--- config.mk ---
export PLATFORM = sky130hd
export DESIGN_NAME = fifo_sync_flex
export DESIGN_NICKNAME = d
export VERILOG_FILES = /design/src/rtl/fifo_pkg.sv /design/src/rtl/fifo_memory.sv /design/src/rtl/fifo_sync_flex.sv
export SDC_FILE = /design/constraint.sdc
export NUM_CORES = 1
export LEC_CHECK = 0
export CORE_ASPECT_RATIO = 1.4
export CORE_MARGIN = 4
export CORE_UTILIZATION = 65
export DETAILED_ROUTE_END_ITERATION = 10
export GPL_TIMING_DRIVEN = 0
export PLACE_DENSITY = 0.84
export SETUP_SLACK_MARGIN = 0.2
export SLEW_MARGIN = 0
export SYNTH_ARGS = -nofsm -noshare
export SYNTH_HDL_FRONTEND = slang
export SYNTH_SLANG_ARGS = --single-unit
--- constraint.sdc ---
create_clock -name clk -period 7.51 [get_ports clk]
set_clock_uncertainty 0.1 [all_clocks]
set_input_delay 1.502 -clock clk [delete_from_list [all_inputs] [get_ports clk]]
set_output_delay 1.502 -clock clk [all_outputs]
set_load 0.005 [all_outputs]
--- src/rtl/fifo_pkg.sv ---
// Shared types for the fifo_sync_flex family: read-mode selector and the
// FWFT output-stage state encoding.
package fifo_pkg;

  typedef enum logic {FIFO_STD, FIFO_FWFT} fifo_mode_e;

  typedef enum logic {OUT_EMPTY, OUT_VALID} out_state_e;

  // Map the integer FWFT parameter onto the mode enum.
  function automatic fifo_mode_e mode_of(input int unsigned fwft);
    return (fwft != 0) ? FIFO_FWFT : FIFO_STD;
  endfunction

endpackage

--- src/rtl/fifo_memory.sv ---
// Simple dual-port storage for the FIFO family.
// Ports: clk_wr/wr_en/wr_addr/wr_data - synchronous write port;
//        clk_rd/rd_en/rd_addr/rd_data - registered read port (rd_data
//        cleared by rst, array contents are never reset).
module fifo_memory #(
  parameter int unsigned DATA_WIDTH = 8,
  parameter int unsigned ADDR_WIDTH = 6
) (
  input  logic                  clk_wr,
  input  logic                  clk_rd,
  input  logic                  rst,
  input  logic                  wr_en,
  input  logic [ADDR_WIDTH-1:0] wr_addr,
  input  logic [DATA_WIDTH-1:0] wr_data,
  input  logic                  rd_en,
  input  logic [ADDR_WIDTH-1:0] rd_addr,
  output logic [DATA_WIDTH-1:0] rd_data
);

  localparam int unsigned DEPTH = 2 ** ADDR_WIDTH;

  logic [DATA_WIDTH-1:0] mem [DEPTH];

  // Write port.
  always_ff @(posedge clk_wr) begin
    if (wr_en) begin
      mem[wr_addr] <= wr_data;
    end
  end

  // Registered read port; holds its value when not enabled.
  always_ff @(posedge clk_rd or posedge rst) begin
    if (rst) begin
      rd_data <= '0;
    end else if (rd_en) begin
      rd_data <= mem[rd_addr];
    end
  end

endmodule

--- src/rtl/fifo_sync_flex.sv ---
// Single-clock FIFO with standard or first-word-fall-through read mode,
// programmable almost-full/almost-empty thresholds, occupancy count and
// sticky overflow/underflow flags.
// Ports: clk, rst (async, active-high); wr_en/data_in write side;
//        rd_en/data_out read side (rd_en pops in FWFT mode);
//        full, empty, almost_full, almost_empty, count status;
//        af_level/ae_level thresholds; overflow/underflow sticky errors
//        cleared by clr_err.
module fifo_sync_flex
  import fifo_pkg::*;
#(
  parameter int unsigned DATA_WIDTH = 8,
  parameter int unsigned ADDR_WIDTH = 6,
  parameter int unsigned FWFT       = 0
) (
  input  logic                  clk,
  input  logic                  rst,
  input  logic                  wr_en,
  input  logic [DATA_WIDTH-1:0] data_in,
  input  logic                  rd_en,
  output logic [DATA_WIDTH-1:0] data_out,
  output logic                  full,
  output logic                  empty,
  output logic                  almost_full,
  output logic                  almost_empty,
  input  logic [ADDR_WIDTH:0]   af_level,
  input  logic [ADDR_WIDTH:0]   ae_level,
  output logic [ADDR_WIDTH:0]   count,
  output logic                  overflow,
  output logic                  underflow,
  input  logic                  clr_err
);

  localparam int unsigned PW    = ADDR_WIDTH + 1;
  localparam int unsigned DEPTH = 2 ** ADDR_WIDTH;
  localparam fifo_mode_e  MODE  = mode_of(FWFT);

  logic [PW-1:0] wr_ptr;
  logic [PW-1:0] rd_ptr;
  logic [PW-1:0] count_nxt;
  logic          wr_acc;
  logic          rd_acc;
  logic          mem_load;
  logic          mem_nonempty;
  out_state_e    state;
  out_state_e    state_nxt;

  // Acceptance, memory read scheduling and output-stage next state.
  always_comb begin
    state_nxt    = state;
    mem_load     = 1'b0;
    wr_acc       = wr_en & ~full;
    rd_acc       = rd_en & ~empty;
    mem_nonempty = (wr_ptr != rd_ptr);
    if (MODE == FIFO_STD) begin
      mem_load = rd_acc;
    end else begin
      case (state)
        OUT_EMPTY: begin
          if (mem_nonempty) begin
            mem_load  = 1'b1;
            state_nxt = OUT_VALID;
          end
        end
        OUT_VALID: begin
          // A pop either refills the output stage or leaves it empty.
          if (rd_acc) begin
            if (mem_nonempty) begin
              mem_load = 1'b1;
            end else begin
              state_nxt = OUT_EMPTY;
            end
          end
        end
        default: state_nxt = OUT_EMPTY;
      endcase
    end
    count_nxt = count + PW'(wr_acc) - PW'(rd_acc);
  end

  // Output-stage state register.
  always_ff @(posedge clk or posedge rst) begin
    if (rst) begin
      state <= OUT_EMPTY;
    end else begin
      state <= state_nxt;
    end
  end

  // Pointers, occupancy and status flags.
  always_ff @(posedge clk or posedge rst) begin
    if (rst) begin
      wr_ptr       <= '0;
      rd_ptr       <= '0;
      count        <= '0;
      full         <= 1'b0;
      empty        <= 1'b1;
      almost_full  <= 1'b0;
      almost_empty <= 1'b1;
      overflow     <= 1'b0;
      underflow    <= 1'b0;
    end else begin
      if (wr_acc) begin
        wr_ptr <= wr_ptr + PW'(1);
      end
      if (mem_load) begin
        rd_ptr <= rd_ptr + PW'(1);
      end
      count        <= count_nxt;
      full         <= (count_nxt == PW'(DEPTH));
      empty        <= (MODE == FIFO_STD) ? (count_nxt == '0) : (state_nxt == OUT_EMPTY);
      almost_full  <= (count_nxt >= af_level);
      almost_empty <= (count_nxt <= ae_level);
      // A fresh error event outranks a simultaneous clear.
      overflow     <= (wr_en & full) | (overflow & ~clr_err);
      underflow    <= (rd_en & empty) | (underflow & ~clr_err);
    end
  end

  fifo_memory #(
    .DATA_WIDTH(DATA_WIDTH),
    .ADDR_WIDTH(ADDR_WIDTH)
  ) u_mem (
    .clk_wr (clk),
    .clk_rd (clk),
    .rst    (rst),
    .wr_en  (wr_acc),
    .wr_addr(wr_ptr[ADDR_WIDTH-1:0]),
    .wr_data(data_in),
    .rd_en  (mem_load),
    .rd_addr(rd_ptr[ADDR_WIDTH-1:0]),
    .rd_data(data_out)
  );

endmodule
==> metrics.txt <==
r2r endpoint almost_empty; sequential cell area fraction in the yosys report 0.7476; Gate Count Post-Synth 1,114; worst path bufs/invs 3; CP Max Fanout 5; clock latency on the worst-skew pair 560 ps; gr ovfl total 0; Residual DRC 0; clk root buf clkbuf_16; worst r2r src full; Slowest-stage cell, CP clkdlybuf4s50_1; largest family of logic cells by synthesized area multiplexers; Core Util, Final 0.7408; Layout area overhead 11.74%; async set or reset register ratio after synthesis 0.06055; top post-synthesis cells by area edfxtp_1 (71%), mux4_2 (12%), dfrtp_1 (3.6%); clock sink count 545; crit path kind in -> reg; Longest Clk Path Bufs 3; Setup TNS Final 0 ps; fmax 0.1957 GHz; P_leak 0.007947 uW; final worst slack 2399 ps; hold_sp full; measured slew at the worst slew-check pin 1180 ps; routed via count 11,500; clock network power share 0.253; Critical Path Max Stage Delay 490 ps; Main synth FF type edfxtp_1; Top delay family on crit path adder cells; I/O Buffers 47; DP Worst Slack 1894 ps; max_cap viols 0; commonest non-fill, non-tap cell in the layout edfxtp_1; Post CTS Setup Buffer Count 0; share of layout cells above drive strength 1 0.1802; Worst Path Required 7880 ps; CTS tree done; Crit. End Element register; sequential cell fraction of total power 0.401; P_int 6038 uW; Final period util 0.6805; placed cell count 1,608; CTS Hold Buffers Added 0; RSZ-0062 raised after global routing no; CTS Buf Count 46; H-tree levels 2; setup slack, reg-to-reg 3460 ps; Initial Util 0.6630; first-pass GRT wire length 75.56 mm; synthesized-area fraction occupied by xor and xnor cells 0.006465; Max VDD drop 0.0002724 V; post-DP HPWL 32.00 mm; # nets final 1,265; Hold EP overflow; Fillers 1,774; vias in the first global route 11,900; chip width 162.3 um; final wirelength 50.49 mm; Tot GR Track Use 0.2837; Synth Register Bits 545; cell taking the most area after synthesis edfxtp_1; Cell Rows 78; P_sw 2962 uW; Hold WC Path Type reg -> reg; Starting DRT DRC Count 1,508; Critical Path AT 5490 ps; diode count 0; Worst path most repeated cell ha_1; Post-Synth Simple-Gate Area 0.03475; post-synthesis compound-gate area fraction 0.03458; Yosys Warn Count 0; # resized after CTS 0; Gate power share 0.347; vias per inst 6.791; Cell Pwr Density 371.6 nW/um^2; switching share of power 0.3291; initial antenna violation count 0; Core Region 32,690 um^2; max_slew headroom 0.2073; Non-Filler Instances 1,694; Fin. Hold Viols 0; clock transition at the registers of the reported paths 70 ps; routability cong. 0.9300; Final setup viols 0; reg2reg path depth 15; First-pass DRT Iterations 6; Final min period 5111 ps; chip height 224.1 um; Synth Area in Adders 0.01397; most frequent cells in the layout edfxtp_1 (512), mux4_2 (112), nor2_1 (73); hold path depth 2; Final ANT Viol Nets 0; area of the die 36,370 um^2; Mapped Nets 1,163; drt wl/cell 29.80 um; syn_area_per_cell 19.46 um^2; status finished, final reports clean; number of synthesized flops with an enable pin 512; CP Cell Sequence clkdlybuf4s50_1 > nor2b_1 > inv_1 > ha_1 > inv_1 > ha_1 > fa_1 > a21o_1 > a21oi_1 > xnor2_1 > ha_1 > and4_1 > a21oi_1 > a21boi_0 > maj3_1 > a22oi_1; mux cell area share after synthesis 0.1438; CP Launch Type primary input; Synth cell types 46; Slew Viols, Final 0; Post-Syn Area 21,670 um^2; largest net degree at the start of global routing 65; Top Ports 48; top cell type's share of synthesized area 0.7093
-- synth_stat cells (5+ instances only) --
cell	count
edfxtp_1	512
mux4_2	112
nor2_1	73
mux2i_1	56
nand2_1	33
dfrtp_1	31
clkbuf_1	27
inv_1	27
a21oi_1	21
ha_1	21
nand3_1	19
o21ai_0	19
a22oi_1	15
o221ai_1	15
buf_4	13
nand2b_1	13
xnor2_1	13
buf_2	9
o22ai_1	8
a211oi_1	7
a32oi_1	7
nor2b_1	7
a21o_1	6
buf_6	5
-- power by group through the flow --
stage	Sequential, uW	Combinational [uW]	Clock, uW
after global routing	3620	3300	2410
after CTS	3600	3090	2280
after floorplan	3640	2030	0
final	3610	3120	2270
after global placement	3660	2930	0
after detailed placement	3660	3030	0
-- state kept, by name (all words and copies together) (netlist names) --
signal         cells
u_mem.rd_data      8
rd_ptr             6
u_mem.mem        512
underflow          1
overflow           1
empty              1
almost_full        1
full               1
count              7
wr_ptr             6
almost_empty       1
-- through the flow --
step                      instance area [um^2]  hold slack (ps)  power (uW)
after floorplan                          21670            359.1        5665
after global placement                   22700            376.3        6590
after detailed placement                 22800            383.7        6694
after CTS                                24210            412.8        8973
after global routing                     24220            431.8        9322
final                                    24220            427.2        8999
-- worst reg2reg max path: cells and delay by family, from the launching register on --
family / cells / cell delay, ps
flops: 1 / 400
simple gates: 2 / 650
fa+ha+maj: 5 / 1670
compound gates: 5 / 760
xor+xnor: 1 / 180
buf+inv: 2 / 240
-- logic make-up (layout without fill, tap and decap cells) --
| logic type | count (synthesis) | in the layout |
|---|---|---|
| compound gates | 110 | 110 |
| xor+xnor | 16 | 16 |
| fa+ha+maj | 24 | 24 |
| buf+inv | 83 | 223 |
| flops | 545 | 545 |
| mux | 171 | 171 |
| simple gates | 165 | 165 |
-- how the worst max path moves through the flow --
stage / from / slack, ps / depth (start not counted) / endpoint
after floorplan: wr_en / 2940 / 15 / almost_empty
after global placement: wr_en / 2010 / 15 / almost_full
after detailed placement: wr_en / 1890 / 16 / almost_empty
after CTS: wr_en / 2400 / 16 / almost_empty
after global routing: wr_en / 2230 / 16 / almost_empty
final: wr_en / 2400 / 16 / almost_empty
-- per-layer routing --
layer | track usage | up-vias | share of wire
met5 | 0 | - | 0
met4 | 0.1302 | 0 | 0.056
met3 | 0.04528 | 180 | 0.083
met2 | 0.4815 | 748 | 0.52
met1 | 0.3656 | 5877 | 0.34
li1 | - | 4699 | -
-- layout make-up --
type / count / area, um^2 / area share
plain buffers: 56 / 307.8 / 0.01271
clock buffers: 64 / 1323 / 0.05461
clock inverters: 22 / 95.09 / 0.003926
inverters: 27 / 101.3 / 0.004185
multi-input cells: 486 / 5067 / 0.2092
flip-flops and latches: 545 / 16200 / 0.6690
well taps: 440 / 550.5 / 0.02273
repair buffers: 54 / 570.5 / 0.02356
Note: power is estimated with default switching activity, not from simulation.
